## config.mk

```make
export PLATFORM = sky130hd
export DESIGN_NAME = alu_pipe
export DESIGN_NICKNAME = d
export VERILOG_FILES = /design/src/rtl/alu_pkg.sv /design/src/rtl/alu_core.sv /design/src/rtl/alu_pipe.sv
export SDC_FILE = /design/constraint.sdc
export NUM_CORES = 1
export LEC_CHECK = 0
export ABC_AREA = 1
export CAP_MARGIN = 20
export CORE_MARGIN = 4
export CORE_UTILIZATION = 56
export DETAILED_ROUTE_END_ITERATION = 16
export PLACE_DENSITY_LB_ADDON = 0.1
export SLEW_MARGIN = 20
export SYNTH_ARGS = -nofsm -noshare
export SYNTH_HDL_FRONTEND = slang
export SYNTH_HIERARCHICAL = 1
export SYNTH_SLANG_ARGS = --single-unit
export TNS_END_PERCENT = 30
```

## constraint.sdc

```tcl
create_clock -name clk -period 9.8 [get_ports clk]
set_input_delay 2.94 -clock clk [delete_from_list [all_inputs] [get_ports clk]]
set_output_delay 2.94 -clock clk [all_outputs]
set_load 0.01 [all_outputs]
```

## src/rtl/alu_pkg.sv

```systemverilog
// Opcode encodings and legality check shared by the ALU core and pipeline.
// Purely declarative: no logic, no latency, no flow control.
package alu_pkg;
    localparam logic [2:0] ALU_AND = 3'b000;
    localparam logic [2:0] ALU_OR  = 3'b001;
    localparam logic [2:0] ALU_ADD = 3'b010;
    localparam logic [2:0] ALU_SUB = 3'b110;
    localparam logic [2:0] ALU_SLT = 3'b111;

    function automatic logic is_legal_op(input logic [2:0] op);
        return (op == ALU_AND) || (op == ALU_OR) || (op == ALU_ADD) ||
               (op == ALU_SUB) || (op == ALU_SLT);
    endfunction
endpackage

```

## src/rtl/alu_core.sv

```systemverilog
// Combinational ALU with one shared adder (b inverted, carry-in = op[2]).
// Zero latency; has no handshake of its own, so the caller's registers provide backpressure.
module alu_core
    import alu_pkg::*;
#(
    parameter int WIDTH = 32
) (
    input  logic [WIDTH-1:0] i_a,
    input  logic [WIDTH-1:0] i_b,
    input  logic [2:0]       i_op,
    output logic [WIDTH-1:0] o_z,
    output logic             o_ex,
    output logic             o_bad_op
);
    logic             w_sub;
    logic [WIDTH-1:0] w_b_opnd;
    logic [WIDTH-1:0] w_low;
    logic [WIDTH-1:0] w_sum;
    logic             w_c_msb;
    logic             w_c_out;
    logic             w_msb;
    logic             w_ovf;
    logic             w_less;

    assign w_sub    = i_op[2];
    assign w_b_opnd = w_sub ? ~i_b : i_b;

    // Split the adder at the MSB so the carry into it is visible for overflow.
    assign w_low   = {1'b0, i_a[WIDTH-2:0]} + {1'b0, w_b_opnd[WIDTH-2:0]}
                   + {{(WIDTH-1){1'b0}}, w_sub};
    assign w_c_msb = w_low[WIDTH-1];
    assign {w_c_out, w_msb} = {1'b0, i_a[WIDTH-1]} + {1'b0, w_b_opnd[WIDTH-1]}
                            + {1'b0, w_c_msb};
    assign w_sum   = {w_msb, w_low[WIDTH-2:0]};
    assign w_ovf   = w_c_msb ^ w_c_out;
    assign w_less  = w_msb ^ w_ovf;

    always_comb begin
        o_z      = '0;
        o_ex     = 1'b0;
        o_bad_op = !is_legal_op(i_op);
        case (i_op)
            ALU_AND: o_z = i_a & i_b;
            ALU_OR:  o_z = i_a | i_b;
            ALU_ADD,
            ALU_SUB: begin
                o_z  = w_sum;
                o_ex = w_ovf;
            end
            ALU_SLT: o_z = {{(WIDTH-1){1'b0}}, w_less};
            default: o_z = '0;
        endcase
    end
endmodule

```

## src/rtl/alu_pipe.sv

```systemverilog
// Two-stage ALU pipeline with saturating overflow counter; accept at edge N -> out_valid after N+1.
// Per-stage ready: S2 holds while out_ready=0, S1 fills behind it, then in_ready drops.
module alu_pipe
    import alu_pkg::*;
#(
    parameter int WIDTH = 32,
    parameter int TAG_W = 5,
    parameter int CNT_W = 8
) (
    input  logic             clk,
    input  logic             rst,
    input  logic             in_valid,
    output logic             in_ready,
    input  logic [WIDTH-1:0] a,
    input  logic [WIDTH-1:0] b,
    input  logic [2:0]       op,
    input  logic [TAG_W-1:0] in_tag,
    output logic             out_valid,
    input  logic             out_ready,
    output logic [WIDTH-1:0] z,
    output logic             ex,
    output logic             zero,
    output logic             bad_op,
    output logic [TAG_W-1:0] out_tag,
    output logic [CNT_W-1:0] ovf_cnt
);
    logic             r_s1_v;
    logic [WIDTH-1:0] r_s1_a;
    logic [WIDTH-1:0] r_s1_b;
    logic [2:0]       r_s1_op;
    logic [TAG_W-1:0] r_s1_tag;

    logic             r_s2_v;
    logic [WIDTH-1:0] r_z;
    logic             r_ex;
    logic             r_zero;
    logic             r_bad_op;
    logic [TAG_W-1:0] r_tag;
    logic [CNT_W-1:0] r_cnt;

    logic             w_s2_rdy;
    logic [WIDTH-1:0] w_z;
    logic             w_ex;
    logic             w_bad_op;

    assign w_s2_rdy = !r_s2_v || out_ready;
    assign in_ready = !r_s1_v || w_s2_rdy;

    alu_core #(.WIDTH(WIDTH)) u_core (
        .i_a      (r_s1_a),
        .i_b      (r_s1_b),
        .i_op     (r_s1_op),
        .o_z      (w_z),
        .o_ex     (w_ex),
        .o_bad_op (w_bad_op)
    );

    always_ff @(posedge clk or posedge rst) begin
        if (rst) begin
            r_s1_v   <= 1'b0;
            r_s1_a   <= '0;
            r_s1_b   <= '0;
            r_s1_op  <= '0;
            r_s1_tag <= '0;
        end else if (in_ready) begin
            r_s1_v <= in_valid;
            if (in_valid) begin
                r_s1_a   <= a;
                r_s1_b   <= b;
                r_s1_op  <= op;
                r_s1_tag <= in_tag;
            end
        end
    end

    always_ff @(posedge clk or posedge rst) begin
        if (rst) begin
            r_s2_v   <= 1'b0;
            r_z      <= '0;
            r_ex     <= 1'b0;
            r_zero   <= 1'b0;
            r_bad_op <= 1'b0;
            r_tag    <= '0;
        end else if (w_s2_rdy) begin
            r_s2_v <= r_s1_v;
            if (r_s1_v) begin
                r_z      <= w_z;
                r_ex     <= w_ex;
                r_zero   <= (w_z == '0);
                r_bad_op <= w_bad_op;
                r_tag    <= r_s1_tag;
            end
        end
    end

    // Counts delivered overflowing results only, sticking at all-ones.
    always_ff @(posedge clk or posedge rst) begin
        if (rst) begin
            r_cnt <= '0;
        end else if (r_s2_v && out_ready && r_ex && (r_cnt != '1)) begin
            r_cnt <= r_cnt + 1'b1;
        end
    end

    assign out_valid = r_s2_v;
    assign z         = r_z;
    assign ex        = r_ex;
    assign zero      = r_zero;
    assign bad_op    = r_bad_op;
    assign out_tag   = r_tag;
    assign ovf_cnt   = r_cnt;
endmodule
```

* After elaboration in Yosys (flattened, before gate mapping)
Index checks and enable logic that the tools add are counted.
** Word-level totals
- Word-level logic and storage cells :: 47
- ROM bits :: 0
- Output and inout port bits :: 50
- Latch bits :: 0
- Bits of input ports :: 76
- Register bits after elaboration :: 122
- RAM bits :: 0
- Memories kept :: 0
** Operators by class
- Reductions and logical operators :: 17
- Add/sub/neg operators :: 5
- Divide/modulo/power cells :: 0
- Shifts and indexed selects :: 0
- Magnitude comparators :: 0
- Multiplexer cells :: 3
- Bitwise gates (word level) :: 5
- Multiply operators :: 0
- Eq/ne operators :: 5
** Operators by type and width (number)
- case mux 32 bit (4 select lines) :: 1
- adder 31 x 31 -> 32 bit :: 1
- adder 32 x 1 -> 32 bit :: 1
- bitwise AND 32 bit :: 1
- logical NOT 32 bit :: 1
- two-way mux 32 bit :: 1
- NOT 32 bit :: 1
- bitwise OR 32 bit :: 1
- adder 8 x 1 -> 8 bit, second input constant :: 1
- inequality test 8 bit, second input constant :: 1
- equality test 3 bit, second input constant :: 2
- logical OR 1 bit :: 6
- AND reduction 2 bit :: 2
- equality test 3 x 1 -> 1 bit, second input constant :: 1
- equality test 3 x 2 -> 1 bit, second input constant :: 1
- logical AND 1 bit :: 3
- logical NOT 1 bit :: 3
- logical NOT 3 bit :: 1
- adder 1 x 1 -> 2 bit :: 1
- adder 2 x 1 -> 2 bit :: 1
- OR reduction 2 bit :: 1
- bitwise XOR 1 bit :: 2
- two-way mux 1 bit :: 1

* Longest topological paths before layout
- Depth after elaboration :: 9
- Depth in mapped cells :: 24
- Mapped depth without buffers :: 22

* Cells and area by module
Netlist, hierarchy kept.
** By module, submodules not included
- alu_pipe :: cells an instance 572, sequential area each 3052.9 sq um, area an instance 4958.5 sq um, instances 1
- alu_core :: cells an instance 644, sequential area each 0.0 sq um, area an instance 3340.7 sq um, instances 1

* Worst setup path after synthesis
No wires, ideal clock.
- Path kind :: input-to-output
- From :: input out_ready
- To :: output in_ready
- Path buffers :: 1
- Arrival time :: 3405 ps
- Slack :: 3455 ps
- Data required time :: 6860 ps
- Stages :: 3
- Path through :: inv_1 > nand3_2 > clkbuf_1
** On the way
- Longest elaborated chain between the ends :: 2
** RTL lines
- start: declaration :: line alu_pipe.sv:19 : input logic out_ready,
- logical OR 1 bit :: line alu_pipe.sv:46 : assign w_s2_rdy = !r_s2_v || out_ready;
- logical OR 1 bit :: line alu_pipe.sv:47 : assign in_ready = !r_s1_v || w_s2_rdy;
- end: declaration :: line alu_pipe.sv:13 : output logic in_ready,
No other way between the ends.

* Worst setup path in the final report
Ends and elaborated chain as after synthesis.

==> run metrics <==
number of global-route vias before repair=between 7000 and 8000; clock-pin slew on the worst setup and hold paths=around 60 ps; RSZ-0062 raised after global routing=false; YS warnings=6; total power=2.43 mW; top_reg_cell synth=dfrtp_1; htree depth=4; CTS tree=built; wire length per cell=~15 µm; via count=roughly 8100; Post-synth EDFFs=0; Placed Area=around 9600 µm²; CTS Hold Bufs=0; Clock Tree Root=clkbuf_16; core area=between 10000 and 15000 µm²; max cap viols=0; FFs w/ async S/R, synth=1.00; Layout Skew=5.74 ps; most frequent cells in the layout=nand2_1 (469), nand3_1 (143), inv_1 (128); DR pass1 iterations=7; Worst Setup Start Kind=input port; crit path DAT=4200 ps; crit share post-route=0.729; Power Density=about 240 nW/µm²; Antenna Nets Post-Route=0; Max clock buf depth=2; setup TNS=0 ps; syn avg cell area=6.83 µm²; post_cts resized=0; Antenna Cells=0; Initial Util=0.571; Synth-to-Final Area Change=22.7%; post-layout util=0.701; Pleak=~5.4 nW; GRT Residual Overflow=0; synth unique cells=37; biggest area consumer among synthesized cells=dfrtp_1; Post-Syn Nets=~1300; gr usage total=0.281; full die area=around 17000 µm²; Starting DRT DRC Count=685; design area=10200 µm²; max-slew violations=0; die width=about 130 µm; Synth top area share=0.368; largest net degree at the start of global routing=78; Slew HR=0.285; worst path required time=around 7000 ps; Die Y=130 µm; status=complete, no violations; fraction of layout cells with a size suffix above 1=0.0532; post-synthesis sequential element count=122; min cycle time layout=7140 ps; Sink Count=122; Setup crit end kind=primary output; # setup viols final=0; PortBufs=roughly 130; kind of critical path=in2out; Via density=5.36; DRC Markers=0; first-pass GRT wire length=around 37000 µm; pin slew with the least headroom to its limit=about 1100 ps; worst skew pair latency=about 420 ps; initial antenna violation count=0; FMAX=approximately 140 MHz; post-CTS setup buffer count=0; register area share after synthesis=0.368; VDD IR-drop max=134 µV; Crit Path Max Fanout=2; gate count after technology mapping=1216; Hold WC Path Type=reg2reg; Final HPWL DP=approximately 17000 µm; GPL Wtd Cong=approximately 1; Nets=about 1400; Netlist Area Pre-Place=slightly above 8000 µm²; Top-Level Pins=between 100 and 150; number of CTS-inserted buffers=17; most common cell after layout, fill and taps aside=nand2_1; row cnt=44; Final Hold Fails=0; WL final=roughly 23000 µm; synth top area cells=dfrtp_1 (37%), nand2_1 (21%), nand3_1 (8.6%), inv_1 (5.8%), ha_1 (4.7%)
-- logic make-up after synthesis --
kind of cell	share of synthesized area
buf+inv	0.0853
simple gates	0.367
xor+xnor	0.0380
fa+ha+maj	0.0721
flops	0.368
compound gates	0.0697
-- worst max-delay path: stages --
cell,delay [ps]
clkdlybuf4s50_1,480
inv_1,70
nand3_2,140
clkdlybuf4s50_1,570
-- synth_stat cells, drive strengths merged (2+ instances only) --
cell    instances
a21o            2
a21oi          45
buf            28
clkbuf         16
dfrtp         122
fa              3
ha             31
inv           132
maj3           15
nand2         482
nand3         145
nand3b          4
nand4           8
nor2           72
nor3            9
o211ai          2
o21ai          50
o21bai          5
o22ai           3
or2             2
xnor2           7
xor2           29
-- sequential cells by signal (all words and copies together), names as in the netlist --
name	flops
bad_op	1
out_tag	5
r_s1_b	32
zero	1
r_s1_op	3
r_s1_v	1
r_s1_tag	5
r_s1_a	32
ovf_cnt	8
out_valid	1
z	32
ex	1
-- final timing paths --
kind / startpoint / endpoint / slack (ps) / cells after the start
max in group asynchronous: rst / r_s1_op[0] / 5530 / 3
setup reg to reg: r_s1_op[2] / zero / 5920 / 20
hold / removal: z[9] / z[9] / 480 / 2
setup / recovery: out_ready / in_ready / 2660 / 4
min in group asynchronous: rst / out_valid / 2980 / 2
hold reg to reg: z[9] / z[9] / 480 / 2
-- per-stage QoR --
| step | setup WS [ps] | hold WS, ps | std cells |
|---|---|---|---|
| global route | 2620 | 500 | 1519 |
| global placement | 2670 | 455 | 1487 |
| finish | 2660 | 481 | 1519 |
| CTS | 2670 | 486 | 1519 |
| detailed placement | 2680 | 468 | 1487 |
| floorplan | 3450 | 437 | 1216 |
-- final cells by class --
type                            count  area, µm²
Fill cell                        1278       4350
Inverter                          132        498
Clock inverter                     14        124
Timing Repair Buffer              131       1290
Multi-Input combinational cell    918       4550
Tap cell                          184        230
Sequential cell                   122       3050
Clock buffer                       18        439
-- routing by layer --
layer  vias up  wire (µm)  track usage
met5         -          0            0
met4         0        293       0.0672
met3        25       1850       0.0503
met2       281      10300        0.428
met1      3776      10800        0.418
li1       4066          -            -
-- where the power goes --
group | switching (mW) | total (mW) | internal [mW] | leakage [nW]
logic | 0.682 | 1.12 | 0.437 | 3.58
registers | 0.101 | 0.718 | 0.617 | 1.52
clock network | 0.241 | 0.596 | 0.355 | 0.268
total | 1.02 | 2.43 | 1.41 | 5.37
(Power assumes the default switching activity.)
